===== src/rtl/fifo_drain_if.sv =====
// Handshake bundle between the FIFO read port, the drain and the downstream stream.
// Carries out_parity only when FIFO_DRAIN_PARITY_EN is defined.
interface fifo_drain_if #(
    parameter int DATA_WIDTH = 8
);
    logic                  fifo_rd_val;
    logic                  fifo_rd_en;
    logic [DATA_WIDTH-1:0] fifo_rd_data;
    logic                  out_valid;
    logic                  out_ready;
    logic [DATA_WIDTH-1:0] out_data;
    logic                  out_last;
`ifdef FIFO_DRAIN_PARITY_EN
    logic                  out_parity;
`endif

`ifdef FIFO_DRAIN_PARITY_EN
    modport master (
        input  fifo_rd_val,
        output fifo_rd_en,
        input  fifo_rd_data,
        output out_valid,
        input  out_ready,
        output out_data,
        output out_last,
        output out_parity
    );

    modport slave (
        output fifo_rd_val,
        input  fifo_rd_en,
        output fifo_rd_data,
        input  out_valid,
        output out_ready,
        input  out_data,
        input  out_last,
        input  out_parity
    );
`else
    modport master (
        input  fifo_rd_val,
        output fifo_rd_en,
        input  fifo_rd_data,
        output out_valid,
        input  out_ready,
        output out_data,
        output out_last
    );

    modport slave (
        output fifo_rd_val,
        input  fifo_rd_en,
        output fifo_rd_data,
        input  out_valid,
        output out_ready,
        input  out_data,
        input  out_last
    );
`endif
endinterface


===== src/rtl/fifo_drain.sv =====
// FIFO read-side drain: two-entry skid buffer absorbing the one-cycle read latency,
// packetised valid/ready output. Optional even-parity output under FIFO_DRAIN_PARITY_EN.
module fifo_drain #(
    parameter int DATA_WIDTH = 8,
    parameter int PKT_LEN    = 4,
    parameter int CNT_W      = $clog2(PKT_LEN) + 1
) (
    input  logic          clk,
    input  logic          reset,
    fifo_drain_if.master  bus
);

    localparam logic [CNT_W-1:0] LAST_CNT = CNT_W'(PKT_LEN - 1);

    logic                  pend_reg;
    logic [1:0]            occ_reg;
    logic                  wr_ptr_reg;
    logic                  rd_ptr_reg;
    logic [CNT_W-1:0]      word_cnt_reg;
    logic [DATA_WIDTH-1:0] skid_reg [2];

    logic                  pop;
    logic                  capture;
    logic                  credit_ok;
    logic [2:0]            committed;
    logic [1:0]            occ_next;
    logic [CNT_W-1:0]      word_cnt_next;

    assign bus.out_valid = (occ_reg != 2'd0);
    assign bus.out_data  = skid_reg[rd_ptr_reg];
    assign bus.out_last  = bus.out_valid & (word_cnt_reg == LAST_CNT);

    assign pop     = bus.out_valid & bus.out_ready;
    assign capture = pend_reg;

    // Words held plus the one in flight must stay below 2 after this cycle's pop,
    // so the buffer can never be overrun; out_ready feeds this path combinationally.
    assign committed  = {1'b0, occ_reg} + {2'b00, pend_reg};
    assign credit_ok  = committed < (3'd2 + {2'b00, pop});
    assign bus.fifo_rd_en = bus.fifo_rd_val & reset & credit_ok;

    assign occ_next      = occ_reg + {1'b0, capture} - {1'b0, pop};
    assign word_cnt_next = (word_cnt_reg == LAST_CNT) ? '0 : word_cnt_reg + 1'b1;

    always_ff @(posedge clk or negedge reset) begin
        if (!reset) begin
            pend_reg     <= 1'b0;
            occ_reg      <= 2'd0;
            wr_ptr_reg   <= 1'b0;
            rd_ptr_reg   <= 1'b0;
            word_cnt_reg <= '0;
        end else begin
            pend_reg <= bus.fifo_rd_en;
            occ_reg  <= occ_next;
            if (capture) begin
                wr_ptr_reg <= ~wr_ptr_reg;
            end
            if (pop) begin
                rd_ptr_reg   <= ~rd_ptr_reg;
                word_cnt_reg <= word_cnt_next;
            end
        end
    end

    // Storage is cleared on reset so out_data reads 0 while idle after reset.
    for (genvar gi = 0; gi < 2; gi++) begin : g_skid
        always_ff @(posedge clk or negedge reset) begin
            if (!reset) begin
                skid_reg[gi] <= '0;
            end else if (capture && (wr_ptr_reg == 1'(gi))) begin
                skid_reg[gi] <= bus.fifo_rd_data;
            end
        end
    end

`ifdef FIFO_DRAIN_PARITY_EN
    assign bus.out_parity = bus.out_valid & (^bus.out_data);
`endif

endmodule


===== src/flat_wrapper.sv =====
// flat-port wrapper written by rule: the top's interface ports become plain ports
module fifo_drain_flat 
#(
    parameter int DATA_WIDTH = 8,
    parameter int PKT_LEN    = 4,
    parameter int CNT_W      = $clog2(PKT_LEN) + 1
)
  (clk, reset, bus_fifo_rd_val, bus_fifo_rd_en, bus_fifo_rd_data, bus_out_valid, bus_out_ready, bus_out_data, bus_out_last);
  fifo_drain_if #(.DATA_WIDTH(DATA_WIDTH)) bus_i ();
  input  logic clk;
  input  logic reset;
  input wire logic [$bits(bus_i.fifo_rd_val)-1:0] bus_fifo_rd_val;
  output wire logic [$bits(bus_i.fifo_rd_en)-1:0] bus_fifo_rd_en;
  input wire logic [$bits(bus_i.fifo_rd_data)-1:0] bus_fifo_rd_data;
  output wire logic [$bits(bus_i.out_valid)-1:0] bus_out_valid;
  input wire logic [$bits(bus_i.out_ready)-1:0] bus_out_ready;
  output wire logic [$bits(bus_i.out_data)-1:0] bus_out_data;
  output wire logic [$bits(bus_i.out_last)-1:0] bus_out_last;
  assign bus_i.fifo_rd_val = bus_fifo_rd_val;
  assign bus_fifo_rd_en = bus_i.fifo_rd_en;
  assign bus_i.fifo_rd_data = bus_fifo_rd_data;
  assign bus_out_valid = bus_i.out_valid;
  assign bus_i.out_ready = bus_out_ready;
  assign bus_out_data = bus_i.out_data;
  assign bus_out_last = bus_i.out_last;
  fifo_drain #(.DATA_WIDTH(DATA_WIDTH), .PKT_LEN(PKT_LEN), .CNT_W(CNT_W)) u_core (.clk(clk), .reset(reset), .bus(bus_i));
endmodule

===== config.mk =====
export PLATFORM = sky130hd
export DESIGN_NAME = fifo_drain_flat
export DESIGN_NICKNAME = d
export VERILOG_FILES = /design/src/rtl/fifo_drain_if.sv /design/src/rtl/fifo_drain.sv /design/src/flat_wrapper.sv
export SDC_FILE = /design/constraint.sdc
export NUM_CORES = 1
export LEC_CHECK = 0
export BUFFER_PORTS_ARGS = -buffer_cell sky130_fd_sc_hd__buf_2
export CAP_MARGIN = 20
export CORE_MARGIN = 2
export CORE_UTILIZATION = 56
export CTS_CLUSTER_SIZE = 40
export DETAILED_ROUTE_END_ITERATION = 12
export PLACE_DENSITY = 0.81
export RECOVER_POWER = 50
export SETUP_SLACK_MARGIN = 0.15
export SYNTH_ARGS = -nofsm -noshare
export SYNTH_HDL_FRONTEND = slang
export SYNTH_SLANG_ARGS = --single-unit

===== constraint.sdc =====
create_clock -name clk -period 4.2 [get_ports clk]
set_input_delay 0.21 -clock clk [delete_from_list [all_inputs] [get_ports clk]]
set_output_delay 0.21 -clock clk [all_outputs]
set_load 0.01 [all_outputs]

# == After elaboration in Yosys (flattened, before gate mapping) ==
# Index checks and enable logic that the tools add are counted.
# op_classes
addsub,5
n_mul,0
n_div,0
order_cmp,2
eq_ne,1
shifts,0
n_mux,4
n_bitwise,7
reduce_logical,3
# op_table
cell,n
$mux W8,3
$and A1 B1 Y1,4
$add A2 B1 Y3,1
$add A2 B1 Y3 const A,1
$add A3 B1 Y3 const B,1
$eq A3 B2 Y1 const B,1
$lt A3 B3 Y1,1
$mux W3,1
$add A2 B1 Y2,1
$ge A2 B2 Y1 const B,1
$logic_and A1 B1 Y1,2
$not A1 Y1,2
$not A1 Y2,1
$reduce_bool A2 Y1,1
$sub A2 B1 Y2,1
# word_totals
regBits,24
latch_bits,0
ram_bits,0
rom_bits,0
input_bits,12
output_inout_bits,11
wordCells,29
memories,0

# == Longest topological paths before layout ==
# Gate-level depths: netlist (run 1).
# logic_depth
depth_word,5
ltp_mapped,7
ltp_nobuf,7

# == Least setup slack after synthesis (run 1) ==
# Ideal clock, no wire load.
# synth_path
path_type,flip-flop to flip-flop
from,register u_core.occ_reg[0]
to,register u_core.occ_reg[1]
setup_time_ns,0.124
t_arrival_ns,1.413
required_time_ns,4.076
setup_slack_ns,2.663
path_stages_with_launch,8
n_path_buf,0
synth_period_minus_slack_ns,1.537
path_cell_list,dfrtp_1 > o21ai_2 > inv_1 > ha_1 > inv_1 > ha_1 > xnor2_1 > xnor2_1
# synth_via
elab_chain_len,3
word_cells_on_any_way,4
cone_classes,add/sub: 2; bitwise: 1; reduce/logical: 1
# synth_lines
element,line_no,rtl
from (decl),fifo_drain.sv:16,logic [1:0] occ_reg;
from (signal assigned),fifo_drain.sv:54,occ_reg <= occ_next;
$reduce_bool A2 Y1,fifo_drain.sv:29,assign bus.out_valid = (occ_reg != 2'd0);
$and A1 B1 Y1,fifo_drain.sv:33,assign pop = bus.out_valid & bus.out_ready;
named net u_core.pop,fifo_drain.sv:22,logic pop;
$sub A2 B1 Y2,fifo_drain.sv:42,"assign occ_next = occ_reg + {1'b0, capture} - {1'b0, pop};"
named net u_core.occ_next[1],fifo_drain.sv:26,logic [1:0] occ_next;
# The timed path passes the listed nets, and every way through them passes these cells.
# A chain may end at the register's enable or synchronous reset.

# == Final worst setup path (run 1) ==
# layout_path
from,input reset
to,output bus_fifo_rd_en
# layout_via
elab_chain_len,2
# layout_lines
element,line_no,rtl
from (decl),flat_wrapper.sv:11,input logic reset;
$and A1 B1 Y1 (2 in series),fifo_drain.sv:40,assign bus.fifo_rd_en = bus.fifo_rd_val & reset & credit_ok;
to (decl),flat_wrapper.sv:13,output wire logic [$bits(bus_i.fifo_rd_en)-1:0] bus_fifo_rd_en;
# No other way between the ends.

==> results of run 1 <==
-- per-stage QoR --
stage	setup slack (ns)	util [%]	instance area (um^2)	hold WS, ns	power [W]
3_5_place_dp	2.56	64.8	1240	0.218	0.000844
6_report	1.86	66.2	1270	0.137	0.000925
2_1_floorplan	2.66	-	1120	-0.0856	0.000727
4_1_cts	2.31	66.5	1280	0.128	0.000943
5_1_grt	1.53	66.2	1270	0.126	0.00101
3_3_place_gp	2.62	64.8	1240	0.211	0.000827
-- kinds of logic (layout without fill, tap and decap cells) --
logic type / after synthesis / in the layout / share of synthesized area (%)
muxes: 24 / 24 / 26.9
xor gates and xnor gates: 4 / 4 / 3.14
buffers and inverters: 6 / 30 / 2.80
adders and majority gates: 5 / 5 / 5.60
AOI/OAI and AO/OA: 4 / 4 / 2.35
and+or+nand+nor: 10 / 10 / 5.49
DFF: 24 / 24 / 53.8
-- cells in the mapped netlist --
| cell | n | area [um^2] |
|---|---|---|
| a21boi_0 | 1 | 7.51 |
| nand2b_1 | 1 | 6.26 |
| ha_1 | 5 | 62.6 |
| inv_1 | 4 | 15.0 |
| nor2b_2 | 1 | 8.76 |
| o21ai_0 | 2 | 10.0 |
| o21ai_2 | 1 | 8.76 |
| mux2_4 | 8 | 120 |
| nand2_2 | 1 | 6.26 |
| dfrtp_1 | 24 | 601 |
| buf_6 | 1 | 11.3 |
| buf_2 | 1 | 5.00 |
| mux2_2 | 16 | 180 |
| xnor2_1 | 3 | 26.3 |
| xor2_1 | 1 | 8.76 |
| nor2b_1 | 1 | 6.26 |
| and4b_1 | 1 | 10.0 |
| nand3_1 | 2 | 10.0 |
| or2_2 | 1 | 6.26 |
| nand2_1 | 2 | 7.51 |
-- power groups by stage --
stage	Sequential (W)	Clock (W)	Combinational [W]
floorplan	0.000395	0	0.000332
global placement	0.000423	0	0.000404
detailed placement	0.000430	0	0.000414
CTS	0.000426	0.000101	0.000416
global route	0.000441	0.000109	0.000457
finish	0.000423	0.0000958	0.000406
-- how the worst min path moves through the flow --
stage,from,cells after the start,slack (ns),to
2_1_floorplan,reset,0,-0.09,u_core.capture
3_3_place_gp,reset,1,0.21,u_core.skid_reg[12]
3_5_place_dp,reset,1,0.22,u_core.skid_reg[12]
4_1_cts,bus_fifo_rd_data[4],2,0.13,u_core.skid_reg[12]
5_1_grt,bus_fifo_rd_data[7],2,0.13,u_core.skid_reg[15]
6_report,bus_fifo_rd_data[4],2,0.14,u_core.skid_reg[12]
-- routing by layer --
layer / up-vias / share of wire (%) / GRT usage [%]
met1: 320 / 46 / 22.5
li1: 316 / - / -
met3: 2 / 3.2 / 2.16
met5: - / 0 / 0
met2: 13 / 49 / 26.5
met4: 0 / 1.1 / 7.14
-- final cells by class --
class	instances	area, um^2	area share (%)
Clock buffer	3	22.5	1.77
Inverter	4	15.0	1.18
Multi-Input combinational cell	47	482	37.9
Sequential cell	24	601	47.2
Tap cell	27	33.8	2.65
Timing Repair Buffer	23	119	9.34
-- worst register-to-register path, cell delays in order (launching register included) --
cell and delay, ns:
dfrtp_1 0.44, o21ai_0 0.37, inv_1 0.16, ha_1 0.31, inv_1 0.04, ha_1 0.18, xnor2_1 0.16, xnor2_1 0.14
==> reports/metrics.cfg, run 1 <==
[drt]
drt_wl_total_mm=1.62
dr.first_iter.drc_count=5
viasPerCell=5.09
wl_per_cell_um=12.6
firstDrtPassIters=2
vias=651
drtAntennaViolNets=0
remaining_drc_errors=0

[timing]
fmax_mhz=428
slew_violations=0
setup_tns_ns=0
slew_headroom_pct=16.8
fin_crit_sh_pct=55.7
rsz0062_at_grt=no
fin_skew_ns=0.00545
finalSetupViolations=0
period_minus_slack_ns=2.34
worst_pin_slew_ns=1.25
final-hold-violation-count=0

[status]
status=finished, final reports clean

[setup_path]
reg2reg_from=u_core.occ_reg[1]
cp_max_fo=25
r2r_setup_slack_ns=2.34
critPathMaxStageDelay_ns=0.91
path_depth=4
worstSetupStartpoint=reset
crit_family=buffers and inverters
slowest_stage=clkbuf_1
cp.arrival_ns=2.13
critical_path_required_ns=3.99
worstSetupEndpointType=output pin
worstSetupPathType=in -> out
cp-start-kind=input pin
cp_num_buf_inv=3
rr_worst_depth=7
endpoint=bus_fifo_rd_en
crit_chain=dlygate4sd3_1 > clkbuf_1 > and4b_1 > buf_2
r2r-end=u_core.occ_reg[1]

[finish]
final_cell_mix=dfrtp_1 (24), buf_2 (21), mux2_2 (16), mux2_4 (8), ha_1 (5)
fin_cells=128
drive_above_1_share_pct=50.5
nNetsFinal=120
fill_cells=166
largest_register_ffs=16
final_common_cell=dfrtp_1
area_delta_synth_final_pct=13.9
diodes=0

[power_and_ir_drop]
p_switching_w=0.000301
swShare_pct=32.6
p_leak_nw=0.620
p_int_w=0.000624
seq_power_share_pct=45.8
irDropWorstVdd_uv=370
p_comb_share_pct=43.9
powerDensity_mw_per_mm2=727
clkPwrFrac_pct=10.4

[cts]
cts_tree=done
htree_levels=1
numClockSinks=24
postCtsSetupRepairBufs=0
cts_hold_buffers=1
clkTransAtPathRegs_ns=0.12
numCtsBuffers=3
cts_buffer_depth=2
cts_repair_resize_count=0
cts_root_buffer=clkbuf_4
clk_latency_ns=0.30

[yosys]
syn-num-nets=94
netlist_area_mm2=0.00112
synthDistinctLibCells=20
synth-seq-cells=24
avgSynthCellArea_um2=14.5
yosysSeqAreaShare_pct=53.8
yosys_warnings=0
synthCells=77

[global_routing]
grt_pass1_vias=654
antenna_found_initial=0
grt_max_degree=26
grt_pass1_wl_mm=2.99
grt_usage_pct=16.5
grt-ovfl-total=0

[floorplan]
core_mm2=0.00192
rows=16
io_pins=23
die_area_mm2=0.00237
die_w_um=48.7
dieHeight_um=48.7
initial_utilization_pct=58.1

[min_path]
hp-class=in -> reg

[placed_design]
port_buffers=22
hpwl_mm=1.15
dp.cells=124
gp_congestion=0.677

[job]
maxCapViolCount=0

(Power assumes the default switching activity.)
==> inputs of run 2 (changes only) <==
--- a/config.mk
+++ b/config.mk
@@ -8,10 +8,10 @@
 export BUFFER_PORTS_ARGS = -buffer_cell sky130_fd_sc_hd__buf_2
 export CAP_MARGIN = 20
 export CORE_MARGIN = 2
-export CORE_UTILIZATION = 56
+export CORE_UTILIZATION = 47
 export CTS_CLUSTER_SIZE = 40
 export DETAILED_ROUTE_END_ITERATION = 12
-export PLACE_DENSITY = 0.81
+export PLACE_DENSITY = 0.73
 export RECOVER_POWER = 50
 export SETUP_SLACK_MARGIN = 0.15
 export SYNTH_ARGS = -nofsm -noshare
==> constraint.sdc (replaced) <==
create_clock -name clk -period 1.91 [get_ports clk]
set_input_delay 0.0955 -clock clk [delete_from_list [all_inputs] [get_ports clk]]
set_output_delay 0.0955 -clock clk [all_outputs]
set_load 0.01 [all_outputs]
==> run 2 against run 1 <==
Final cell count grew 4.7%. Via count grew 2.2%. Register-to-register slack lost 2.1 ns. Sequential power grew 120%. Routed wire length grew 19%. Clock skew grew 0.00068 ns. Combinational power grew 140%. Core utilization shrank 6.4 points. Critical path type is now reg -> out. Largest power group is now combinational cells.
==> reports/metrics.cfg, run 2 (synthesis results as in run 1) <==
[status]
status=finished, final reports clean

[setup_path]
cp-start-kind=register
cp_max_fo=4
rr_worst_depth=7
worstSetupStartpoint=u_core.occ_reg[0]
worstSetupPathType=reg -> out
endpoint=bus_fifo_rd_en
reg2reg_from=u_core.occ_reg[1]
r2r_setup_slack_ns=0.26
critical_path_required_ns=1.81
r2r-end=u_core.occ_reg[1]
cp.arrival_ns=1.64
worstSetupEndpointType=output pin

[finish]
multiInputGateArea_um2=508
regArea_um2=603
drive_above_1_share_pct=56.6
fin_util_pct=59.8
final_common_cell=dfrtp_1
largest_register_ffs=16
nNetsFinal=125
final_cell_mix=dfrtp_1 (22), buf_2 (21), mux2_2 (16), mux2_4 (8)
area_delta_synth_final_pct=19.6
fill_cells=186
diodes=0

[timing]
finalSetupViolations=0
slew_violations=0
worst_pin_slew_ns=0.413
period_minus_slack_ns=1.74
rsz0062_at_grt=yes
fin_skew_ns=0.00613
setup_tns_ns=0
fin_crit_sh_pct=90.9
final-hold-violation-count=0
slew_headroom_pct=72.5
fmax_mhz=576

[placed_design]
gp_congestion=0.626
hpwl_mm=1.35
port_buffers=22

[drt]
dr.first_iter.drc_count=6
vias=665
remaining_drc_errors=0
firstDrtPassIters=2
drt_wl_total_mm=1.93
viasPerCell=4.96
drtAntennaViolNets=0
wl_per_cell_um=14.4

[floorplan]
dieHeight_um=52.8
core_mm2=0.00223
die_area_mm2=0.00278
rows=17
initial_utilization_pct=50.0
io_pins=23
die_w_um=52.8

[global_routing]
grt_max_degree=25
grt_pass1_wl_mm=3.03
antenna_found_initial=0
grt_pass1_vias=673
grt_usage_pct=15.4
grt-ovfl-total=0

[min_path]
hp-class=in -> reg

[cts]
cts_buffer_depth=2
numClockSinks=24
clkTransAtPathRegs_ns=0.12
clk_latency_ns=0.30
cts_root_buffer=clkbuf_4
cts_tree=done
htree_levels=1
numCtsBuffers=3

[power_and_ir_drop]
powerDensity_mw_per_mm2=1600
irDropWorstVdd_uv=984
p_leak_nw=0.639

[job]
maxCapViolCount=0

[run 2: worst min path at each step]
stage                     cells past startpoint             endpoint                start  slack [ns]
final                                         2  u_core.skid_reg[15]  bus_fifo_rd_data[7]        0.03
after floorplan                               0       u_core.capture                reset       -0.20
after global placement                        2  u_core.skid_reg[13]                reset        0.12
after detailed placement                      2   u_core.skid_reg[3]                reset        0.13
after CTS                                     2  u_core.skid_reg[15]  bus_fifo_rd_data[7]        0.02
after global routing                          2   u_core.skid_reg[7]  bus_fifo_rd_data[7]       0.008
[run 2: per-stage QoR]
step                instance area [um^2]  setup slack (ns)  total power (W)  std cells  hold WS [ns]
finish                              1340             0.174          0.00213        134        0.0321
global route                        1340             0.115          0.00230        134       0.00808
CTS                                 1300             0.171          0.00210        132        0.0211
detailed placement                  1260             0.267          0.00188        127         0.127
global placement                    1260             0.325          0.00183        127         0.124
floorplan                           1120             0.373          0.00160         77        -0.200
[run 2: layout make-up]
class	instances	area share (%)
Multi-Input combinational cell	47	38.0
Timing Repair Buffer	28	11.4
Clock buffer	3	1.69
Sequential cell	24	45.1
Inverter	4	1.12
Tap cell	28	2.62
[run 2: power by group]
part           internal, W  switching [W]
logic             0.000595       0.000387
clock network    0.0000734       0.000133
registers         0.000756       0.000189
[run 2: worst max-delay path: stages, from the launching register on]
cell and delay [ns]:
dfrtp_2 0.45, ha_2 0.21, ha_4 0.26, o21ai_1 0.05, and4b_1 0.22, buf_2 0.15
[run 2: what timing repair did]
action / CTS / global route
hold buffers: 1 / 0
pin swaps: 0 / 3
setup buffers: 1 / 2
gates resized for setup: 1 / 6
hold endpoints to repair: 24 / 0
cloned: 0 / 0
setup endpoints to repair: 1 / 2
[run 2: layer usage]
metal,share of wire [%],track usage [%],vias to the layer above
li1,-,-,323
met1,48,20.7,325
met2,46,23.8,15
met3,5.2,4.29,2
met4,0.62,5.13,0
met5,0,0,-
